<file path="src/rtl/bit_demux_collector.sv">
// bit_demux_collector
//   Steers single input bits into one of N lanes and assembles them into an
//   N-bit word. The word is offered downstream with a valid/ready handshake
//   once every lane has been written.
//
//   Lane selection per accepted bit:
//     mode = 0 : addressed, lane = in_sel (an in_sel >= N is accepted and dropped)
//     mode = 1 : sequential, lane = internal pointer, which wraps N-1 -> 0
//
//   Ports:
//     clk        clock, rising edge
//     rst        synchronous, active-high reset
//     mode       steering mode, sampled per accepted bit
//     in_valid   in_bit/in_sel valid
//     in_ready   a bit can be accepted this cycle (function of state and rst)
//     in_bit     data bit
//     in_sel     destination lane in addressed mode
//     out_word   assembled word (registered)
//     out_mask   lanes written in the current word (registered)
//     out_valid  word complete (registered)
//     out_ready  consumer accepts out_word
//     out_parity XOR of the presented word (only with BIT_DEMUX_COLLECTOR_PARITY_EN)
//
//   Optional feature macro: BIT_DEMUX_COLLECTOR_PARITY_EN
module bit_demux_collector #(
    parameter int N     = 4,
    parameter int SEL_W = $clog2(N)
) (
    input  logic             clk,
    input  logic             rst,
    input  logic             mode,
    input  logic             in_valid,
    output logic             in_ready,
    input  logic             in_bit,
    input  logic [SEL_W-1:0] in_sel,
    output logic [N-1:0]     out_word,
    output logic [N-1:0]     out_mask,
    output logic             out_valid,
    input  logic             out_ready
`ifdef BIT_DEMUX_COLLECTOR_PARITY_EN
    ,
    output logic             out_parity
`endif
);

    typedef enum logic {
        COLLECT = 1'b0,
        HOLD    = 1'b1
    } state_t;

    state_t           state_q;
    state_t           state_d;
    logic [SEL_W-1:0] ptr;
    logic [SEL_W-1:0] ptr_next;
    logic [SEL_W-1:0] lane;
    logic [N-1:0]     word_next;
    logic [N-1:0]     mask_next;
    logic             accept;
    logic             done;

    always_comb begin
        in_ready  = (state_q == COLLECT) && !rst;
        accept    = in_valid && in_ready;
        lane      = mode ? ptr : in_sel;
        word_next = out_word;
        mask_next = out_mask;
        ptr_next  = ptr;
        state_d   = state_q;

        // An out-of-range in_sel matches no lane, so the bit is silently dropped.
        for (int i = 0; i < N; i++) begin
            if (accept && (lane == SEL_W'(i))) begin
                word_next[i] = in_bit;
                mask_next[i] = 1'b1;
            end
        end

        if (accept && mode) begin
            ptr_next = (ptr == SEL_W'(N - 1)) ? '0 : ptr + SEL_W'(1);
        end

        // Only a write that fills the last empty lane completes the word;
        // rewriting a lane leaves the mask unchanged.
        done = accept && (&mask_next);

        case (state_q)
            COLLECT: if (done)      state_d = HOLD;
            HOLD:    if (out_ready) state_d = COLLECT;
            default:                state_d = COLLECT;
        endcase
    end

    always_ff @(posedge clk) begin
        if (rst) begin
            state_q   <= COLLECT;
            out_word  <= '0;
            out_mask  <= '0;
            out_valid <= 1'b0;
            ptr       <= '0;
        end else begin
            state_q   <= state_d;
            out_valid <= (state_d == HOLD);
            if (state_q == HOLD) begin
                // Handshake clears the bookkeeping; out_word keeps its last
                // value until lanes are rewritten.
                if (out_ready) begin
                    out_mask <= '0;
                    ptr      <= '0;
                end
            end else begin
                out_word <= word_next;
                out_mask <= mask_next;
                ptr      <= ptr_next;
            end
        end
    end

`ifdef BIT_DEMUX_COLLECTOR_PARITY_EN
    // Parity is captured on the same edge that raises out_valid and is then
    // held for the whole HOLD period, since out_word cannot change there.
    always_ff @(posedge clk) begin
        if (rst) begin
            out_parity <= 1'b0;
        end else if (done) begin
            out_parity <= ^word_next;
        end
    end
`endif

endmodule
</file>
<file path="config.mk">
export PLATFORM = sky130hd
export DESIGN_NAME = bit_demux_collector
export DESIGN_NICKNAME = d
export VERILOG_FILES = /design/src/rtl/bit_demux_collector.sv
export SDC_FILE = /design/constraint.sdc
export NUM_CORES = 1
export LEC_CHECK = 0
export CAP_MARGIN = 20
export CORE_MARGIN = 4
export CORE_UTILIZATION = 43
export DETAILED_ROUTE_END_ITERATION = 8
export HOLD_SLACK_MARGIN = 0.02
export PLACE_DENSITY = 0.74
export SLEW_MARGIN = 40
export SYNTH_ARGS = -nofsm -noshare
export SYNTH_HDL_FRONTEND = slang
export SYNTH_SLANG_ARGS = --single-unit
</file>
<file path="constraint.sdc">
create_clock -name clk -period 1.4 [get_ports clk]
set_input_delay 0.35 -clock clk [delete_from_list [all_inputs] [get_ports clk]]
set_output_delay 0.35 -clock clk [all_outputs]
set_load 0.03 [all_outputs]
</file>
Word level (Yosys, flattened, before mapping)

Cells that the tools add are included.
W data, S select, Z words.

Flip-flop bits (word level): 11
Bits of input ports: 8

Bitwise logic cells: 1
Eq/ne operators: 5
Reductions and logical operators: 17
Add/sub/neg operators: 1
Multiplexer cells: 14

Operator list:

| operator              | count |
|---|---|
| $mux W2               | 5 |
| $reduce_and A2 Y1     | 5 |
| $logic_and A1 B1 Y1   | 8 |
| $mux W4               | 2 |
| $eq A2 B2 Y1 const B  | 3 |
| $mux W1               | 6 |
| $reduce_and A4 Y1     | 1 |
| $add A2 B1 Y2 const B | 1 |
| $eq A2 B1 Y1 const B  | 1 |
| $logic_not A2 Y1      | 1 |
| $ne A2 B2 Y1 const B  | 1 |
| $pmux W1 S2           | 1 |
| $reduce_bool A2 Y1    | 1 |
| $logic_not A1 Y1      | 1 |
| $not A1 Y1            | 1 |

Depth between registers and ports, before layout

Gate-level depths: netlist of run 1.

Depth in word-level cells: 9
Gate-level depth with buffers: 6

Least setup slack after synthesis of run 1

Ideal clock, no wire load.

Kind: reg-to-reg
From: register state_q
To: register out_word[2]
Arrival time: 1.318 ns
Setup slack: -0.046 ns
Required time: 1.272 ns
Cell stages (with the launch flop): 7
Path through: dfxtp_1 buf_6 nor3b_2 buf_6 and3_4 mux2i_1 nor2_1

Word-level cells in the longest chain between the ends: 5

RTL lines:

| element                                | RTL line | source |
|---|---|---|
| start, declared                        | 51       | `state_t state_q;` |
| start signal, assigned                 | 101      | `state_q <= state_d;` |
| $not A1 Y1 (no source line) (*)        | --       |  |
| $logic_and A1 B1 Y1                    | 62       | `in_ready = (state_q == COLLECT) && !rst;` |
| $logic_and A1 B1 Y1                    | 63       | `accept = in_valid && in_ready;` |
| $logic_and A1 B1 Y1                    | 72       | `if (accept && (lane == SEL_W'(i))) begin` |
| $reduce_and A2 Y1 (no source line) (*) | --       |  |
| end signal, assigned                   | 111      | `out_word <= word_next;` |
| end, declared                          | 36       | `output logic [N-1:0] out_word,` |

Mark *: on every way between the ends. The rest lies on a longest branch, timed or not.
A chain may end at the register's enable or synchronous reset.

Worst setup path in the final report of run 1

From: register state_q
To: output port in_ready

Word-level cells in the longest chain between the ends: 2

RTL lines:

| element                     | RTL line | source |
|---|---|---|
| $not A1 Y1 (no source line) | --       |  |
| $logic_and A1 B1 Y1         | 62       |  |
| end, declared               | 33       | `output logic in_ready,` |

No other way between the ends.

==> key figures, run 1 <==
Status
  – Status: finished clean

Logic synthesis
  – Seq/Total Area, Yosys: 39.4%
  – Post-synthesis cell type count: 22
  – Async SR Flop Fraction: 0%
  – Syn Nets: 70
  – Syn_area_per_cell: 9.02 um2
  – Synth Warn #: 0
  – Post-Synthesis Cells: 62
  – FF+latch count, synth: 11
  – Top FF cell, synth: dfxtp_1
  – EDFF count, synth: 0
  – Post-Syn Area: 559 um2

Global routing
  – Pin count of the biggest net entering global routing: 12
  – Antenna violations before repair: 0
  – Vias in the first global route: 551
  – First-pass GRT wire length: 2260 um
  – GRT overflow: 0
  – GRT Util Overall: 15.8%

Placement
  – IO buf count: 17
  – RD Place Congestion: 0.724
  – Detailed Place HPWL: 924 um
  – Inst Count DP: 97

Route
  – Detail Route Antenna Nets: 0
  – First DRT Iteration DRCs: 6
  – Routed vias: 557
  – Initial DRT Pass Iterations: 6
  – Final wirelength: 1380 um
  – Routed len/inst: 13.2 um
  – Via density: 5.30
  – Number of remaining DRC errors: 0

Clocking
  – Worst-path clk slew: 0.07 ns
  – Worst-Skew Late Latency: 0.27 ns
  – CTS Buf Count: 3
  – CTS root buffer: clkbuf_4
  – H-tree levels: 1
  – Clock sink count: 11
  – TritonCTS clock tree: built
  – Hold buffers post-CTS: 0
  – Max Buffers Root-to-Sink: 2

Flow run
  – Max Cap Violations: 0

Power
  – Switching power total: 0.183 mW
  – PwrDens: 805 nW/um2
  – Switching share of total power: 26.5%
  – Clk pwr share: 31.0%
  – Internal: 0.509 mW
  – Worst vdd ir: 488 uV
  – Comb power frac: 21.1%
  – Design Power: 0.692 mW
  – LEAKAGE: 0.384 nW
  – Flop pwr share: 47.9%

Worst setup path
  – Critical Path RT: 1.05 ns
  – Crit Path Max Fanout: 8
  – Critical path data arrival time: 1.00 ns
  – Crit path largest cell delay: 0.33 ns
  – Critical Setup Path Class: reg -> out
  – CP max stage cell: dfxtp_2
  – Cell Chain, Critical Path: buf_4 > nor2_4 > buf_6
  – CP Launch Type: flop
  – CP Capture Type: output pin

STA
  – Final hold vios: 0
  – Tmin final: 1.35 ns
  – Final Max Slew Viols: 0
  – Max-slew headroom: 79.3%
  – Worst slew pin tran: 0.312 ns
  – Final Setup Violations: 0
  – Peak Freq: 0.743 GHz
  – Fin crit share: 96.1%
  – RSZ-0062 raised after global routing: no
  – Skew final: 0.00112 ns
  – Final hold slack: 0.493 ns

Floorplan
  – DIE AREA: 1940 um2
  – Starting Density: 47.8%
  – Core ar.: 1170 um2
  – # rows: 12
  – Die Height: 44.1 um
  – I/O pins: 18
  – Die extent in x: 44.1 um

Finish
  – Fillers: 96
  – Share of layout cells above drive strength 1: 31.9%
  – Finished Layout Cells: 105
  – Layout area overhead: 53.7%
  – N_diodes: 0
  – Nets: 100

Min path
  – HP Class: reg -> reg
## synthesized netlist by cell type, types with 2 or more instances
| library cell | instances | area, um2 |
|---|---|---|
| buf_6 | 3 | 33.8 |
| mux2_2 | 2 | 22.5 |
| a31oi_1 | 2 | 12.5 |
| a21oi_1 | 6 | 30.0 |
| nand2_1 | 7 | 26.3 |
| nor2_1 | 8 | 30.0 |
| dfxtp_1 | 11 | 220 |
| mux2i_1 | 5 | 50.1 |
| nand3_1 | 3 | 15.0 |
| nand4_1 | 3 | 18.8 |
## through the flow
| stage | setup slack (ns) | cell area [um2] | setup TNS, ns | util, % |
|---|---|---|---|---|
| CTS | 0.0307 | 842 | 0 | 71.9 |
| detailed placement | -0.472 | 758 | -3.92 | 64.7 |
| global placement | -0.476 | 758 | -3.82 | 64.7 |
| global route | 0.00158 | 860 | 0 | 73.4 |
| finish | 0.0545 | 860 | 0 | 73.4 |
| floorplan | 0.0220 | 561 | 0 | - |
## worst max-delay path, delay by kind of cell (launching register included)
family                 cells  cell delay (ns)
flip-flops                 1             0.33
buffers and inverters      2             0.29
AND/OR/NAND/NOR            1             0.10
## layout by cell type, fill, tap and decap left out, types with 2 or more instances in the layout
cell type,count
clkdlybuf4s50_1,3
buf_6,4
mux2_4,2
nor2_1,7
dlygate4sd2_1,8
nand4_1,3
nand3_1,3
clkbuf_4,3
a31oi_1,2
mux2i_1,4
a21oi_1,6
nand2_1,7
buf_4,12
dfxtp_1,10
## timing repair
action,CTS,global route
resized for setup,15,5
gates cloned,1,0
pin swaps,2,0
setup buffers,3,0
setup endpoints to repair,14,3
## worst paths after layout
check	startpoint	end	slack, ns	depth (start not counted)
worst max-delay path	state_q	in_ready	0.05	3
worst min-delay path	out_mask[0]	out_mask[0]	0.49	2
worst max register to register	state_q	ptr[1]	0.13	5
worst min register to register	out_mask[0]	out_mask[0]	0.49	2
## sequential cells by signal, indices dropped and copies added (netlist names)
name / flops
out_mask: 4
out_word: 4
ptr: 2
state_q: 1
## power by group through the flow
stage               Combinational (mW)  Sequential [mW]  Clock (mW)
floorplan                       0.0569            0.351           0
global placement                 0.125            0.338           0
detailed placement               0.126            0.338           0
CTS                              0.142            0.331       0.222
global route                     0.156            0.333       0.243
finish                           0.146            0.332       0.214
## cell families after synthesis
family,Yosys count,share of synthesized area (%)
AND/OR/NAND/NOR,26,24.4
AO/OA/AOI/OAI,13,14.1
flip-flops,11,39.4
multiplexers,8,15.4
buffers and inverters,4,6.71
## layout make-up
class	count	area [um2]	area share, %
Clock buffer	4	26.3	3.06
Timing Repair Buffer	29	259	30.1
Multi-Input combinational cell	47	335	39.0
Tap cell	14	17.5	2.04
Sequential cell	11	221	25.8
## routing by layer
metal	GRT usage [%]	share of wire [%]
met1	18.3	44
met3	5.28	7.0
met2	25.9	47
met5	0	0
met4	7.83	1.8
(Power assumes the default switching activity.)
==> run 2, diff against run 1 <==
--- a/config.mk
+++ b/config.mk
@@ -6,11 +6,12 @@
 export NUM_CORES = 1
 export LEC_CHECK = 0
 export CAP_MARGIN = 20
-export CORE_MARGIN = 4
+export CORE_MARGIN = 1.5
 export CORE_UTILIZATION = 43
 export DETAILED_ROUTE_END_ITERATION = 8
 export HOLD_SLACK_MARGIN = 0.02
 export PLACE_DENSITY = 0.74
+export SKIP_CTS_REPAIR_TIMING = 1
 export SLEW_MARGIN = 40
 export SYNTH_ARGS = -nofsm -noshare
 export SYNTH_HDL_FRONTEND = slang
==> key figures, run 2 (synthesized netlist as in run 1, its figures left out) <==
Route
  – Via density: 5.38
  – Routed vias: 560
  – Wl on met1: 578 um
  – Final wirelength: 1310 um
  – Detail Route Antenna Nets: 0
  – Met3 wire len: 67 um
  – Initial DRT Pass Iterations: 4
  – Routed len/inst: 12.6 um
  – Metal2 WL: 636 um
  – First DRT Iteration DRCs: 16
  – Number of remaining DRC errors: 0
  – Max Used Layer: met4

Power
  – LEAKAGE: 0.462 nW
  – PwrDens: 803 nW/um2
  – Worst vdd ir: 713 uV

Placement
  – RD Place Congestion: 0.827
  – IO buf count: 17
  – Inst Count DP: 98
  – Detailed Place HPWL: 949 um

STA
  – Peak Freq: 0.737 GHz
  – Final hold vios: 0
  – Skew final: 0.00322 ns
  – Tmin final: 1.36 ns
  – Max-slew headroom: 78.1%
  – Final Max Slew Viols: 0
  – Fin crit share: 97.0%
  – Post-Route Setup TNS: 0 ns
  – Worst slew pin tran: 0.328 ns
  – Final hold slack: 0.497 ns
  – Final Setup Violations: 0

Finish
  – Most common cell after layout, fill and taps aside: buf_4
  – Nets: 99
  – Finished Layout Cells: 104
  – Share of layout cells above drive strength 1: 31.1%
  – N_diodes: 0
  – Layout area overhead: 53.9%
  – Most frequent cells in the layout: buf_4, dfxtp_1, dlymetal6s2s_1, nor2_1, nand2_1
  – Largest regs: out_mask (4), out_word (4), ptr (2)

Global routing
  – GRT overflow: 0
  – Pin count of the biggest net entering global routing: 13
  – Antenna violations before repair: 0
  – GRT Util Overall: 20.6%
  – Vias in the first global route: 520
  – First-pass GRT wire length: 2110 um

Worst setup path
  – Critical Path RT: 1.05 ns
  – CP Capture Type: output pin
  – Critical path data arrival time: 1.01 ns
  – CP max stage cell: dfxtp_2
  – Crit Path Max Fanout: 8
  – CP Launch Type: flop
  – Cell Chain, Critical Path: buf_4 > nor2_4 > buf_6
  – Critical Setup Path Class: reg -> out
  – Crit path largest cell delay: 0.33 ns

Clocking
  – Worst-path clk slew: 0.07 ns
  – CTS Buf Count: 3
  – Worst-Skew Late Latency: 0.27 ns
  – Clock sink count: 11
  – H-tree levels: 1
  – Max Buffers Root-to-Sink: 2
  – TritonCTS clock tree: built
  – CTS root buffer: clkbuf_4

Floorplan
  – Die extent in x: 39.1 um
  – # rows: 12
  – DIE AREA: 1530 um2
  – Starting Density: 48.4%
  – Core ar.: 1160 um2
  – Die Height: 39.1 um
  – I/O pins: 18

Status
  – Status: finished clean

Flow run
  – Max Cap Violations: 0

Min path
  – HP Class: reg -> reg
==> run 2: through the flow <==
step | total power, mW | util, % | setup WS (ns) | instance area, um2
global route | 0.728 | 74.5 | -0.0106 | 861
detailed placement | 0.467 | 66.2 | -0.532 | 766
finish | 0.691 | 74.5 | 0.0426 | 861
CTS | 0.685 | 68.5 | -0.267 | 792
global placement | 0.465 | 66.2 | -0.528 | 766
floorplan | 0.408 | - | 0.0220 | 561
==> run 2: path summary, 6_finish.rpt <==
check,slack [ns],end,depth (start not counted),startpoint
min reg2reg,0.50,out_mask[0],2,out_mask[0]
max,0.04,in_ready,3,state_q
min,0.50,out_mask[0],2,out_mask[0]
max reg2reg,0.17,state_q,5,state_q
==> run 2: area by class of cell <==
type,count,area [um2]
well taps,14,17.5
multi-input cells,47,329
flip-flops and latches,11,221
repair buffers,28,267
clock buffers,4,26.3
fillers,89,295
==> run 2: worst max-delay path, delay by kind of cell (launching register included) <==
kind	cells	cell delay (ns)
buffers and inverters	2	0.29
DFF	1	0.33
and+or+nand+nor	1	0.11
==> run 2: layer usage <==
layer	vias up	GRT usage, %
met4	0	13.8
met1	256	25.0
met3	3	3.47
met5	-	0
met2	21	32.9
li1	280	-
==> run 2: report_power, final <==
group          switching [mW]  internal [mW]
logic                  0.0696         0.0715
registers             0.00916          0.323
clock network           0.108          0.110
